--- src/rtl/hazard_control.sv ---
// hazard_control: RAW hazard detection, operand forwarding selects and
// load-use / RAW stall sequencing for a 5-stage pipeline.
// Build option: define HAZARD_FORWARD_EN to enable forwarding (z4/z5 bypass
// plus a one-cycle load-use stall). Without it, every RAW dependency is
// resolved by stalling until the producer has left the pipeline.
//
// state    | meaning
// ---------+------------------------------------------------------------
// RUN      | normal flow, no stall; branches flush in the same cycle
// LU_STALL | one-cycle load-use bubble (forwarding build only)
// RAW_WAIT | counted stall until producer retires (non-forwarding build)

module hazard_control (
  input  logic        clk,
  input  logic        reset,
  input  logic [31:0] ir3_output,
  input  logic [31:0] ir4_output,
  input  logic        branch_control_input,
  output logic [1:0]  select_operand1,
  output logic [1:0]  select_operand2,
  output logic [1:0]  select_md4,
  output logic [1:0]  select_ir4,
  output logic        stall,
  output logic        flush
);

  typedef enum logic [1:0] {
    RUN      = 2'd0,
    LU_STALL = 2'd1,
    RAW_WAIT = 2'd2
  } state_t;

  localparam logic [6:0] OP_LOAD  = 7'b0000011;
  localparam logic [6:0] OP_STORE = 7'b0100011;

  function automatic logic writes_rd(input logic [31:0] ir);
    logic w;
    case (ir[6:0])
      7'b0110011, 7'b0010011, 7'b0000011, 7'b0110111,
      7'b0010111, 7'b1101111, 7'b1100111: w = 1'b1;
      default:                            w = 1'b0;
    endcase
    return w && (ir[11:7] != 5'd0);
  endfunction

  function automatic logic reads_rs1(input logic [31:0] ir);
    logic r;
    case (ir[6:0])
      7'b0110011, 7'b0010011, 7'b0000011,
      7'b0100011, 7'b1100011, 7'b1100111: r = 1'b1;
      default:                            r = 1'b0;
    endcase
    return r;
  endfunction

  function automatic logic reads_rs2(input logic [31:0] ir);
    logic r;
    case (ir[6:0])
      7'b0110011, 7'b0100011, 7'b1100011: r = 1'b1;
      default:                            r = 1'b0;
    endcase
    return r;
  endfunction

  state_t      state_q, state_d;
  logic [31:0] ir5_q, ir5_d;
  // Held low through reset and until the first edge after release, so no
  // output can follow the instruction inputs before the block is running.
  logic        live_q, live_d;

  logic m4_rs1, m4_rs2, m5_rs1, m5_rs2;
  logic hold;

  // Source/destination match of the execute instruction against ir4 and ir5.
  always_comb begin
    m4_rs1 = writes_rd(ir4_output) && reads_rs1(ir3_output) &&
             (ir3_output[19:15] == ir4_output[11:7]);
    m4_rs2 = writes_rd(ir4_output) && reads_rs2(ir3_output) &&
             (ir3_output[24:20] == ir4_output[11:7]);
    m5_rs1 = writes_rd(ir5_q) && reads_rs1(ir3_output) &&
             (ir3_output[19:15] == ir5_q[11:7]);
    m5_rs2 = writes_rd(ir5_q) && reads_rs2(ir3_output) &&
             (ir3_output[24:20] == ir5_q[11:7]);
  end

`ifdef HAZARD_FORWARD_EN
  logic       load4;
  logic [1:0] fwd1, fwd2;

  // A load result is not available at z4, so ir4 loads are not bypassed.
  always_comb begin
    load4 = (ir4_output[6:0] == OP_LOAD);
    fwd1  = (m4_rs1 && !load4) ? 2'd2 : (m5_rs1 ? 2'd1 : 2'd0);
    fwd2  = (m4_rs2 && !load4) ? 2'd2 : (m5_rs2 ? 2'd1 : 2'd0);
  end

  // Next state and outputs: a dependent load in ir4 costs one bubble.
  always_comb begin
    state_d         = state_q;
    hold            = 1'b0;
    select_operand1 = 2'd0;
    select_operand2 = 2'd0;
    select_md4      = 2'd0;
    select_ir4      = 2'd0;
    stall           = 1'b0;
    flush           = 1'b0;
    case (state_q)
      RUN:      if (load4 && (m4_rs1 || m4_rs2)) state_d = LU_STALL;
      LU_STALL: state_d = RUN;
      default:  state_d = RUN;
    endcase
    if (live_q) begin
      hold            = (state_q != RUN);
      stall           = hold;
      select_ir4      = hold ? 2'd1 : 2'd0;
      flush           = branch_control_input && !hold;
      select_operand1 = fwd1;
      select_operand2 = fwd2;
      select_md4      = (ir3_output[6:0] == OP_STORE) ? fwd2 : 2'd0;
    end
  end
`else
  logic [1:0] wait_cnt_q, wait_cnt_d;

  // Next state and outputs: stall 2 cycles for an ir4 producer, 1 for ir5.
  always_comb begin
    state_d         = state_q;
    wait_cnt_d      = wait_cnt_q;
    hold            = 1'b0;
    select_operand1 = 2'd0;
    select_operand2 = 2'd0;
    select_md4      = 2'd0;
    select_ir4      = 2'd0;
    stall           = 1'b0;
    flush           = 1'b0;
    case (state_q)
      RUN: begin
        if (m4_rs1 || m4_rs2) begin
          state_d    = RAW_WAIT;
          wait_cnt_d = 2'd2;
        end else if (m5_rs1 || m5_rs2) begin
          state_d    = RAW_WAIT;
          wait_cnt_d = 2'd1;
        end
      end
      RAW_WAIT: begin
        if (wait_cnt_q <= 2'd1) begin
          state_d    = RUN;
          wait_cnt_d = 2'd0;
        end else begin
          wait_cnt_d = wait_cnt_q - 2'd1;
        end
      end
      default: begin
        state_d    = RUN;
        wait_cnt_d = 2'd0;
      end
    endcase
    if (live_q) begin
      hold       = (state_q != RUN);
      stall      = hold;
      select_ir4 = hold ? 2'd1 : 2'd0;
      flush      = branch_control_input && !hold;
    end
  end

  // Wait counter register.
  always_ff @(posedge clk or negedge reset) begin
    if (!reset) wait_cnt_q <= 2'd0;
    else        wait_cnt_q <= wait_cnt_d;
  end
`endif

  // Shadow of the instruction leaving the memory stage, and the live flag.
  always_comb begin
    ir5_d  = ir4_output;
    live_d = 1'b1;
  end

  // State, shadow and live-flag registers.
  always_ff @(posedge clk or negedge reset) begin
    if (!reset) begin
      state_q <= RUN;
      ir5_q   <= 32'h0;
      live_q  <= 1'b0;
    end else begin
      state_q <= state_d;
      ir5_q   <= ir5_d;
      live_q  <= live_d;
    end
  end

  logic unused_bits;
  assign unused_bits = ^{ir3_output[31:25], ir3_output[14:7],
                         ir4_output[31:12], ir5_q[31:12]};

endmodule
--- config.mk ---
export PLATFORM = sky130hd
export DESIGN_NAME = hazard_control
export DESIGN_NICKNAME = d
export VERILOG_FILES = /design/src/rtl/hazard_control.sv
export SDC_FILE = /design/constraint.sdc
export NUM_CORES = 1
export LEC_CHECK = 0
export ABC_CLOCK_PERIOD_IN_PS = 2200
export CORE_ASPECT_RATIO = 1.5
export CORE_UTILIZATION = 31
export CTS_CLUSTER_SIZE = 14
export DETAILED_ROUTE_END_ITERATION = 8
export PLACE_DENSITY_LB_ADDON = 0.25
export SYNTH_ARGS = -nofsm -noshare
export SYNTH_HDL_FRONTEND = slang
export SYNTH_SLANG_ARGS = --single-unit
--- constraint.sdc ---
create_clock -name clk -period 2.2 [get_ports clk]
set_input_delay 0.33 -clock clk [delete_from_list [all_inputs] [get_ports clk]]
set_output_delay 0.33 -clock clk [all_outputs]
set_load 0.01 [all_outputs]
* After elaboration in Yosys (flattened, before gate mapping)
Index checks and enable logic that the tools add are counted.
Word-level totals: word-level logic and storage cells 72, input bits 67, flip-flop bits (word level) 17, output and inout bits 10
Operators by class: multiplexer cells 16, magnitude comparators 1, eq/ne operators 27, add/subtract/negate cells 1, reduce and logical (&&, ||, !) cells 23
Operators with widths (number):
- $eq 7x6->1 const B | 6
- $eq 7x7->1 const B | 6
- $eq 7x5->1 const B | 5
- $eq 7x2->1 const B | 3
- $eq 5x5->1 | 4
- $reduce_or 7->1 | 2
- $mux 2 | 6
- $logic_and 1x1->1 | 11
- $reduce_bool 5->1 | 2
- $mux 1 | 8
- $pmux 2 s2 | 2
- $reduce_or 6->1 | 1
- $ne 3x3->1 const B | 1
- $reduce_or 3->1 | 1
- $eq 2x2->1 const B | 1
- $le 2x1->1 const B | 1
- $logic_not 2->1 | 1
- $logic_or 1x1->1 | 2
- $ne 2x2->1 const B | 1
- $reduce_and 2->1 | 1
- $reduce_bool 2->1 | 1
- $sub 2x1->2 const B | 1
- $logic_not 1->1 | 1

* Longest topological paths before layout
Gate-level depths: netlist (run 1).
depth in word-level cells 10, depth in mapped cells 5, mapped depth without buffers 5

* Worst setup path before layout (run 1)
Ideal clock, no wire load.
path kind register to register, start point register ir5_q[11], end point register wait_cnt_q[1], buffers on the path 0, setup time 0.120 ns, path slack 0.669 ns, period minus slack after synthesis 1.531 ns, arrival time 1.412 ns, data required time 2.080 ns, stages on the path, launching flop included 6, path through dfrtp_1 xor2_1 nor4_2 nand4_1 a221o_1 a31o_1
On the way: cells in the longest elaborated chain, start to end 6, elaborated cells on any way between the ends 10, classes of those cells eq/ne (3); reduce/logical (7)
Ends and longest elaborated chain:
- start: declaration | RTL line 66 | logic [31:0] ir5_q, ir5_d;
- start signal: assignment | RTL line 188 | ir5_q <= ir5_d;
- $reduce_bool 5->1 | RTL line 43 | return w && (ir[11:7] != 5'd0);
- $logic_and 1x1->1 | RTL line 43
- $logic_and 1x1->1, on equally long branches (2 in series) | RTL line 80, 82
- $logic_or 1x1->1 * | RTL line 141 | end else if (m5_rs1 || m5_rs2) begin
- $ne 3x3->1 (no source line) *
- end signal: assignment | RTL line 170 | else wait_cnt_q <= wait_cnt_d;
- end: declaration | RTL line 123 | logic [1:0] wait_cnt_q, wait_cnt_d;
Mark *: on every way between the ends. The rest lies on a longest branch, timed or not. A chain may end at the register's enable or synchronous reset.

* Final worst setup path (run 1)
start point input ir3_output[19], end point register wait_cnt_q[1]
On the way: cells in the longest elaborated chain, start to end 5, elaborated cells on any way between the ends 9, classes of those cells eq/ne (3); mux (2); reduce/logical (4)
Ends and longest elaborated chain:
- start: declaration | RTL line 16 | input logic [31:0] ir3_output,
- $eq 5x5->1 | RTL line 77 | (ir3_output[19:15] == ir4_output[11:7]);
- $logic_and 1x1->1 | RTL line 76 | m4_rs1 = writes_rd(ir4_output) && reads_rs1(ir3_output) &&
- $logic_or 1x1->1 | RTL line 138 | if (m4_rs1 || m4_rs2) begin
- $mux 2 | RTL line 138
- $pmux 2 s2 | RTL line 136 | case (state_q)
Parallel ways exist; a longest one is shown, timed or not.

==> impl_metrics.xml, run 1 <==
<?xml version="1.0" encoding="UTF-8"?>
<metrics>
  <group name="hold_path">
    <metric name="hp-class" unit="">in -&gt; async</metric>
  </group>
  <group name="timing">
    <metric name="post-route-min-period" unit="ns">1.82</metric>
    <metric name="worst_slew_margin_rel" unit="%">52.3</metric>
    <metric name="post-route-period-util" unit="%">82.6</metric>
    <metric name="timing_worst_slew_pin_value" unit="ns">0.713</metric>
    <metric name="whs" unit="ns">0.506</metric>
    <metric name="setup_viol" unit="">0</metric>
    <metric name="count_of_pins_over_their_slew_limit" unit="">0</metric>
    <metric name="fmaxAchievable" unit="GHz">0.550</metric>
    <metric name="fin_skew" unit="ns">0.00331</metric>
    <metric name="grt_setup_unrepaired" unit="">no</metric>
    <metric name="fin_tns_setup" unit="ns">0</metric>
    <metric name="final_report_hold_violation_count" unit="">0</metric>
  </group>
  <group name="power">
    <metric name="clock_power_share" unit="%">37.1</metric>
    <metric name="pwr-share-seq" unit="%">44.4</metric>
    <metric name="leakagePower" unit="nW">0.533</metric>
    <metric name="netSwitchingPower" unit="mW">0.169</metric>
    <metric name="total_power" unit="mW">0.710</metric>
    <metric name="pwr-share-comb" unit="%">18.5</metric>
    <metric name="peakVddDrop" unit="uV">335</metric>
    <metric name="power_report.internal_total" unit="mW">0.541</metric>
    <metric name="power-per-cell-area" unit="nW/um2">542</metric>
    <metric name="power.share.switching" unit="%">23.7</metric>
  </group>
  <group name="critical_path">
    <metric name="cp_max_fo" unit="">3</metric>
    <metric name="worst_ep_arrival_time" unit="ns">1.96</metric>
    <metric name="crit_type" unit="">in -&gt; reg</metric>
    <metric name="critical_path_depth" unit="">6</metric>
    <metric name="worst-r2r-setup-slack" unit="ns">0.52</metric>
    <metric name="critical_path.n_buffers_inverters" unit="">1</metric>
    <metric name="critical_path.startpoint_type" unit="">input pin</metric>
    <metric name="cp_data_required_time" unit="ns">2.34</metric>
    <metric name="worst_setup_path_end_kind" unit="">flop</metric>
    <metric name="number_of_cells_on_the_worst_reg_to_reg_path" unit="">5</metric>
    <metric name="critPathSlowestCell" unit="">clkdlybuf4s50_1</metric>
    <metric name="crit-reg2reg-launch" unit="">ir5_q[11]</metric>
    <metric name="cp_max_stage_delay" unit="ns">0.45</metric>
    <metric name="cp_top_family" unit="">compound AO/OA/AOI/OAI gates</metric>
    <metric name="r2r_end" unit="">wait_cnt_q[1]</metric>
    <metric name="crit_chain" unit="">clkdlybuf4s50_1 -&gt; xor2_1 -&gt; nor4_2 -&gt; nand4_1 -&gt; a221o_1 -&gt; a31o_1</metric>
  </group>
  <group name="cts">
    <metric name="cts.clk_slew.worst_paths" unit="ns">0.07</metric>
    <metric name="clock_network_latency_to_the_later_pin_of_the_worst_skew_pair" unit="ns">0.25</metric>
    <metric name="clock_tree.htree_level_count" unit="">1</metric>
    <metric name="cts_post_setup_buffers_inserted" unit="">0</metric>
    <metric name="clockBufferDepth" unit="">2</metric>
    <metric name="tritoncts" unit="">yes</metric>
    <metric name="cts_hold_buffers" unit="">0</metric>
    <metric name="number_of_clock_buffers_inserted_by_tritoncts" unit="">3</metric>
    <metric name="post_cts_resize_count" unit="">0</metric>
    <metric name="clock_sinks" unit="">16</metric>
    <metric name="clock-root-buffer" unit="">clkbuf_8</metric>
  </group>
  <group name="floorplanning">
    <metric name="placement_rows" unit="">23</metric>
    <metric name="core" unit="um2">2730</metric>
    <metric name="total_die_area" unit="um2">3150</metric>
    <metric name="initial_utilization" unit="%">33.1</metric>
    <metric name="floorplan.die.width" unit="um">46.1</metric>
    <metric name="die_y" unit="um">68.2</metric>
    <metric name="top_ports" unit="">77</metric>
  </group>
  <group name="final_layout">
    <metric name="area_growth" unit="%">44.6</metric>
    <metric name="filler_cell_count" unit="">266</metric>
    <metric name="post_route_cells_drive_above_1_share" unit="%">6.50</metric>
    <metric name="layout.nets" unit="">191</metric>
    <metric name="antennaDiodeCount" unit="">0</metric>
    <metric name="fin_cells" unit="">160</metric>
    <metric name="utilization" unit="%">47.9</metric>
  </group>
  <group name="placed_design">
    <metric name="dpl.cell_count" unit="">156</metric>
    <metric name="routabilityCongestion" unit="">0.752</metric>
    <metric name="io_buffers" unit="">34</metric>
    <metric name="dpl.hpwl" unit="um">1640</metric>
  </group>
  <group name="drt">
    <metric name="detail_route.first_pass.iterations" unit="">3</metric>
    <metric name="ant_nets" unit="">0</metric>
    <metric name="num_vias" unit="">719</metric>
    <metric name="dr_drc_count" unit="">0</metric>
    <metric name="wl_per_cell" unit="um">12.8</metric>
    <metric name="starting_drt_drc_count" unit="">6</metric>
    <metric name="finalWirelength" unit="um">2050</metric>
    <metric name="viasPerCell" unit="">4.49</metric>
  </group>
  <group name="synth">
    <metric name="ys_seq_elements" unit="">16</metric>
    <metric name="synthesis.area_per_instance" unit="um2">10.4</metric>
    <metric name="synth-warning-count" unit="">0</metric>
    <metric name="synth_cell_types" unit="">25</metric>
    <metric name="post_synth_inst_count" unit="">87</metric>
    <metric name="synth_area_leaders" unit="">dfrtp_1 (44%), xor2_1 (15%), buf_4 (6.6%), xnor2_1 (4.8%), nor2_1 (3.3%)</metric>
    <metric name="yosys.area.top_type" unit="">dfrtp_1</metric>
    <metric name="syn-cell-area" unit="um2">906</metric>
    <metric name="seq_area_frac_synth" unit="%">44.2</metric>
    <metric name="post-synth-top-area-fraction" unit="%">44.2</metric>
  </group>
  <group name="global_route">
    <metric name="grtUsageTotal" unit="%">14.6</metric>
    <metric name="grt_max_degree" unit="">17</metric>
    <metric name="grt_antenna_before_repair" unit="">0</metric>
    <metric name="grt_first_pass_wirelength" unit="um">3220</metric>
    <metric name="number_of_global_route_vias_before_repair" unit="">749</metric>
    <metric name="gr-total-overflow" unit="">0</metric>
  </group>
  <group name="job">
    <metric name="drv_cap" unit="">0</metric>
  </group>
  <group name="run_status">
    <metric name="outcome" unit="">completed</metric>
  </group>
</metrics>
==> state kept, by name, summed over array words and instances, names as in the netlist <==
signal,cells
ir5_q,12
live_q,1
state_q,1
wait_cnt_q,2
==> cell usage after synthesis <==
| cell type | instances |
|---|---|
| buf_4 | 8 |
| or2b_1 | 1 |
| o21ai_1 | 2 |
| nor4_2 | 1 |
| nor2_1 | 8 |
| a21oi_1 | 1 |
| or4_1 | 2 |
| and4b_1 | 1 |
| o21ai_0 | 3 |
| and3b_1 | 1 |
| and2_1 | 1 |
| xor2_1 | 15 |
| a31o_1 | 1 |
| nor3_1 | 3 |
| a221oi_2 | 1 |
| conb_1 | 2 |
| dfrtp_1 | 16 |
| mux2_2 | 1 |
| a221o_1 | 1 |
| nand4_2 | 1 |
| nand4b_1 | 2 |
| nand4_1 | 3 |
| nand3b_1 | 2 |
| xnor2_1 | 5 |
| nand2_1 | 5 |
==> power groups by stage <==
stage	Combinational, mW	Sequential (mW)	Clock, mW
global placement	0.130	0.320	0
CTS	0.132	0.315	0.271
global route	0.145	0.316	0.281
finish	0.131	0.315	0.263
detailed placement	0.131	0.321	0
floorplan	0.0572	0.319	0
==> per-layer routing <==
| layer | up-vias | GRT usage [%] | share of wire, % |
|---|---|---|---|
| li1 | 358 | - | - |
| met5 | - | 0 | 0 |
| met4 | 0 | 7.72 | 2.2 |
| met1 | 335 | 15.8 | 38 |
| met3 | 5 | 1.85 | 3.6 |
| met2 | 21 | 26.2 | 56 |
==> cells by family after synthesis <==
group	after synthesis	share of synthesized area, %
xor gates and xnor gates	20	19.3
other	2	0.829
and+or+nand+nor	31	20.7
buffers and inverters	8	6.63
DFF	16	44.2
muxes	1	1.24
AOI/OAI and AO/OA	9	7.04
==> layout by cell type, fill, tap and decap left out <==
| cell type | Yosys | layout |
|---|---|---|
| dfrtp_1 | 16 | 16 |
| and2_1 | 1 | 1 |
| a221oi_2 | 1 | 1 |
| a31o_1 | 1 | 1 |
| nand4b_1 | 2 | 2 |
| nor2_1 | 8 | 8 |
| xnor2_1 | 5 | 5 |
| nand4_2 | 1 | 1 |
| mux2_2 | 1 | 1 |
| clkbuf_8 | 0 | 4 |
| o21ai_0 | 3 | 3 |
| nand2_1 | 5 | 5 |
| o21ai_1 | 2 | 2 |
| nand3b_1 | 2 | 2 |
| a21oi_1 | 1 | 1 |
| and4b_1 | 1 | 1 |
| conb_1 | 2 | 8 |
| nor4_2 | 1 | 1 |
| nand4_1 | 3 | 3 |
| a221o_1 | 1 | 1 |
| xor2_1 | 15 | 15 |
| nor3_1 | 3 | 3 |
| and3b_1 | 1 | 1 |
| clkdlybuf4s50_1 | 0 | 34 |
| or4_1 | 2 | 2 |
| or2b_1 | 1 | 1 |
==> cell type report <==
type                    instances  area, um2  area share, %
well taps                      37       46.3           3.53
clock buffers                   4       55.1           4.20
flip-flops and latches         16        400           30.6
repair buffers                 34        340           26.0
multi-input cells              69        468           35.7
==> worst max path at each step <==
stage / startpoint / to
2_1_floorplan: ir5_q[11] / wait_cnt_q[1]
3_3_place_gp: ir3_output[19] / wait_cnt_q[1]
3_5_place_dp: ir3_output[19] / wait_cnt_q[1]
4_1_cts: ir3_output[19] / wait_cnt_q[1]
5_1_grt: ir3_output[16] / wait_cnt_q[1]
6_report: ir3_output[19] / wait_cnt_q[1]
==> per-stage QoR <==
stage	cell area [um2]	setup WS (ns)
4_1_cts	1310	0.377
3_3_place_gp	1250	0.138
5_1_grt	1310	0.286
3_5_place_dp	1250	0.107
2_1_floorplan	928	0.669
6_report	1310	0.382
(Power assumes the default switching activity.)
==> run 2, diff against run 1 <==
Settings changed: ABC_CLOCK_PERIOD_IN_PS 2200 to 1690.
Clock period 2.2 ns to 1.69 ns, I/O delays scaled along.
==> run 2 against run 1 <==
Effect of this change:
- clock power rose by 27%
- largest cell class unchanged
- setup slack got worse by 0.37 ns
- cell count rose by 10%
- sequential share of layout area down 3.2 points
- sequential power rose by 30%
- highest routed layer unchanged
- sequential cell count did not move
- critical path type unchanged
- register-to-register slack got worse by 0.49 ns
==> impl_metrics.xml, run 2 (same netlist as run 1, synthesis figures left out) <==
<?xml version="1.0" encoding="UTF-8"?>
<metrics>
  <group name="cts">
    <metric name="number_of_clock_buffers_inserted_by_tritoncts" unit="">3</metric>
    <metric name="clock_sinks" unit="">16</metric>
    <metric name="clock-root-buffer" unit="">clkbuf_8</metric>
    <metric name="tritoncts" unit="">yes</metric>
    <metric name="clockBufferDepth" unit="">2</metric>
    <metric name="clock_network_latency_to_the_later_pin_of_the_worst_skew_pair" unit="ns">0.25</metric>
    <metric name="cts.clk_slew.worst_paths" unit="ns">0.06</metric>
    <metric name="cts_hold_buffers" unit="">0</metric>
    <metric name="clock_tree.htree_level_count" unit="">1</metric>
  </group>
  <group name="power">
    <metric name="pwr-share-comb" unit="%">21.5</metric>
    <metric name="pwr-share-seq" unit="%">43.2</metric>
    <metric name="power_report.internal_total" unit="mW">0.724</metric>
    <metric name="clock_power_share" unit="%">35.3</metric>
    <metric name="peakVddDrop" unit="uV">344</metric>
    <metric name="power-per-cell-area" unit="nW/um2">646</metric>
    <metric name="power.share.switching" unit="%">23.8</metric>
    <metric name="netSwitchingPower" unit="mW">0.226</metric>
    <metric name="total_power" unit="mW">0.950</metric>
    <metric name="leakagePower" unit="nW">0.673</metric>
  </group>
  <group name="hold_path">
    <metric name="min_delay_worst_endpoint" unit="">ir5_q[8]</metric>
    <metric name="worst_hold_path.num_cells" unit="">1</metric>
    <metric name="hp-class" unit="">in -&gt; reg</metric>
    <metric name="hold_path.startpoint" unit="">ir4_output[8]</metric>
  </group>
  <group name="drt">
    <metric name="dr_drc_count" unit="">0</metric>
    <metric name="wl_per_cell" unit="um">13.4</metric>
    <metric name="starting_drt_drc_count" unit="">2</metric>
    <metric name="viasPerCell" unit="">4.63</metric>
    <metric name="detail_route.first_pass.iterations" unit="">2</metric>
    <metric name="ant_nets" unit="">0</metric>
    <metric name="finalWirelength" unit="um">2350</metric>
    <metric name="num_vias" unit="">814</metric>
  </group>
  <group name="timing">
    <metric name="final_report_hold_violation_count" unit="">0</metric>
    <metric name="whs" unit="ns">0.239</metric>
    <metric name="setup_viol" unit="">0</metric>
    <metric name="grt_setup_unrepaired" unit="">yes</metric>
    <metric name="post-route-min-period" unit="ns">1.68</metric>
    <metric name="fmaxAchievable" unit="GHz">0.596</metric>
    <metric name="fin_skew" unit="ns">0.00396</metric>
    <metric name="count_of_pins_over_their_slew_limit" unit="">0</metric>
    <metric name="post-route-period-util" unit="%">99.2</metric>
    <metric name="setup_ws" unit="ns">0.0134</metric>
  </group>
  <group name="critical_path">
    <metric name="crit-reg2reg-launch" unit="">ir5_q[11]</metric>
    <metric name="number_of_cells_on_the_worst_reg_to_reg_path" unit="">5</metric>
    <metric name="cp_data_required_time" unit="ns">1.87</metric>
    <metric name="crit_chain" unit="">clkdlybuf4s50_1 -&gt; xor2_1 -&gt; nor3_2 -&gt; nand4_1 -&gt; a221oi_2 -&gt; nand3b_1</metric>
    <metric name="worst_ep_arrival_time" unit="ns">1.86</metric>
    <metric name="worst-r2r-setup-slack" unit="ns">0.03</metric>
    <metric name="critical_path.startpoint_type" unit="">input pin</metric>
    <metric name="crit_type" unit="">in -&gt; reg</metric>
    <metric name="cp_max_stage_delay" unit="ns">0.49</metric>
    <metric name="cp_max_fo" unit="">4</metric>
    <metric name="critPathSlowestCell" unit="">clkdlybuf4s50_1</metric>
    <metric name="worst_setup_path_end_kind" unit="">flop</metric>
    <metric name="r2r_end" unit="">wait_cnt_q[1]</metric>
  </group>
  <group name="placed_design">
    <metric name="dpl.hpwl" unit="um">1750</metric>
    <metric name="io_buffers" unit="">34</metric>
    <metric name="detailed_place.area" unit="um2">1340</metric>
    <metric name="preCtsSetupSlack" unit="ns">-0.304</metric>
    <metric name="routabilityCongestion" unit="">0.712</metric>
  </group>
  <group name="final_layout">
    <metric name="layout.nets" unit="">207</metric>
    <metric name="max_flop_register" unit="">ir5_q</metric>
    <metric name="post_route_cells_drive_above_1_share" unit="%">22.3</metric>
    <metric name="final_cell_area" unit="um2">1470</metric>
    <metric name="reg.largest.list" unit="">ir5_q: 12 flops, wait_cnt_q: 2 flops</metric>
    <metric name="area_growth" unit="%">62.3</metric>
    <metric name="antennaDiodeCount" unit="">0</metric>
    <metric name="largest_register_ffs" unit="">12</metric>
    <metric name="most-common-layout-cells" unit="">clkdlybuf4s50_1 (25), xor2_1 (15), dfrtp_1 (15), buf_4 (15)</metric>
    <metric name="mostFrequentLayoutCell" unit="">clkdlybuf4s50_1</metric>
  </group>
  <group name="floorplanning">
    <metric name="top_ports" unit="">77</metric>
    <metric name="core" unit="um2">2730</metric>
    <metric name="die_y" unit="um">68.2</metric>
    <metric name="placement_rows" unit="">23</metric>
    <metric name="floorplan.die.width" unit="um">46.1</metric>
    <metric name="total_die_area" unit="um2">3150</metric>
    <metric name="initial_utilization" unit="%">33.1</metric>
  </group>
  <group name="global_route">
    <metric name="gr-total-overflow" unit="">0</metric>
    <metric name="grt_first_pass_wirelength" unit="um">3330</metric>
    <metric name="grt_max_degree" unit="">17</metric>
    <metric name="grt_antenna_before_repair" unit="">0</metric>
    <metric name="number_of_global_route_vias_before_repair" unit="">801</metric>
    <metric name="grtUsageTotal" unit="%">15.1</metric>
  </group>
  <group name="run_status">
    <metric name="outcome" unit="">completed</metric>
  </group>
  <group name="job">
    <metric name="drv_cap" unit="">0</metric>
  </group>
</metrics>
-- run 2: changes by cell type in the layout (fill, tap and decap cells not counted), sizes merged --
cell	previous run	this run
buf	0	16
clkdlybuf4s50	34	25
dlymetal6s2s	0	6
dlygate4sd2	0	3
-- run 2: metrics by stage --
step	utilization [%]	instances	TNS, ns
after floorplan	-	93	0
after global placement	48.9	167	-0.661
after detailed placement	48.9	167	-0.755
after CTS	51.4	173	-0.0147
after global routing	53.8	176	-0.141
final	53.8	176	0
-- run 2: how the worst max path moves through the flow --
stage	cells past startpoint	slack [ns]	endpoint	startpoint
floorplan	5	0.16	wait_cnt_q[1]	ir5_q[11]
global placement	6	-0.27	wait_cnt_q[1]	ir3_output[19]
detailed placement	6	-0.30	wait_cnt_q[1]	ir3_output[19]
CTS	5	-0.01	wait_cnt_q[1]	ir5_q[9]
global route	6	-0.06	state_q[1]	ir4_output[11]
finish	6	0.01	state_q[1]	ir4_output[11]
-- run 2: cell type report --
cell class,instances,area (um2)
clock buffer,4,55.1
fill,263,1260
multi-input combinational,69,492
sequential,16,402
tap,37,46.3
timing repair buffer,50,475
-- run 2: power groups by stage --
stage | Sequential (mW) | Combinational [mW] | Clock (mW)
3_3_place_gp | 0.417 | 0.188 | 0
5_1_grt | 0.412 | 0.221 | 0.358
4_1_cts | 0.411 | 0.192 | 0.335
6_report | 0.410 | 0.204 | 0.335
3_5_place_dp | 0.418 | 0.191 | 0
2_1_floorplan | 0.415 | 0.0745 | 0
-- run 2: critical path, delay by kind of cell --
kind / cells / cell delay [ns]
AOI/OAI and AO/OA: 1 / 0.33
buffers and inverters: 1 / 0.49
xor gates and xnor gates: 1 / 0.21
and+or+nand+nor: 3 / 0.58
-- run 2: what timing repair did --
action,4_1_cts,5_1_grt
endpoints found under the setup margin,1,5
gates resized for setup,3,14
setup buffers,2,3
pin swaps,3,12
-- run 2: per-layer routing --
metal | GRT usage, % | vias up | share of wire (%)
li1 | - | 390 | -
met1 | 17.2 | 392 | 37
met2 | 25.9 | 23 | 54
met3 | 2.11 | 9 | 3.8
met4 | 8.82 | 0 | 4.3
met5 | 0 | - | 0
==> run 3, diff against run 2 <==
Settings changed: CAP_MARGIN set to 25, CTS_CLUSTER_SIZE 14 to 30.
==> results of run 3 <==
Final layout, timing and power as in run 2 (identical DEF).
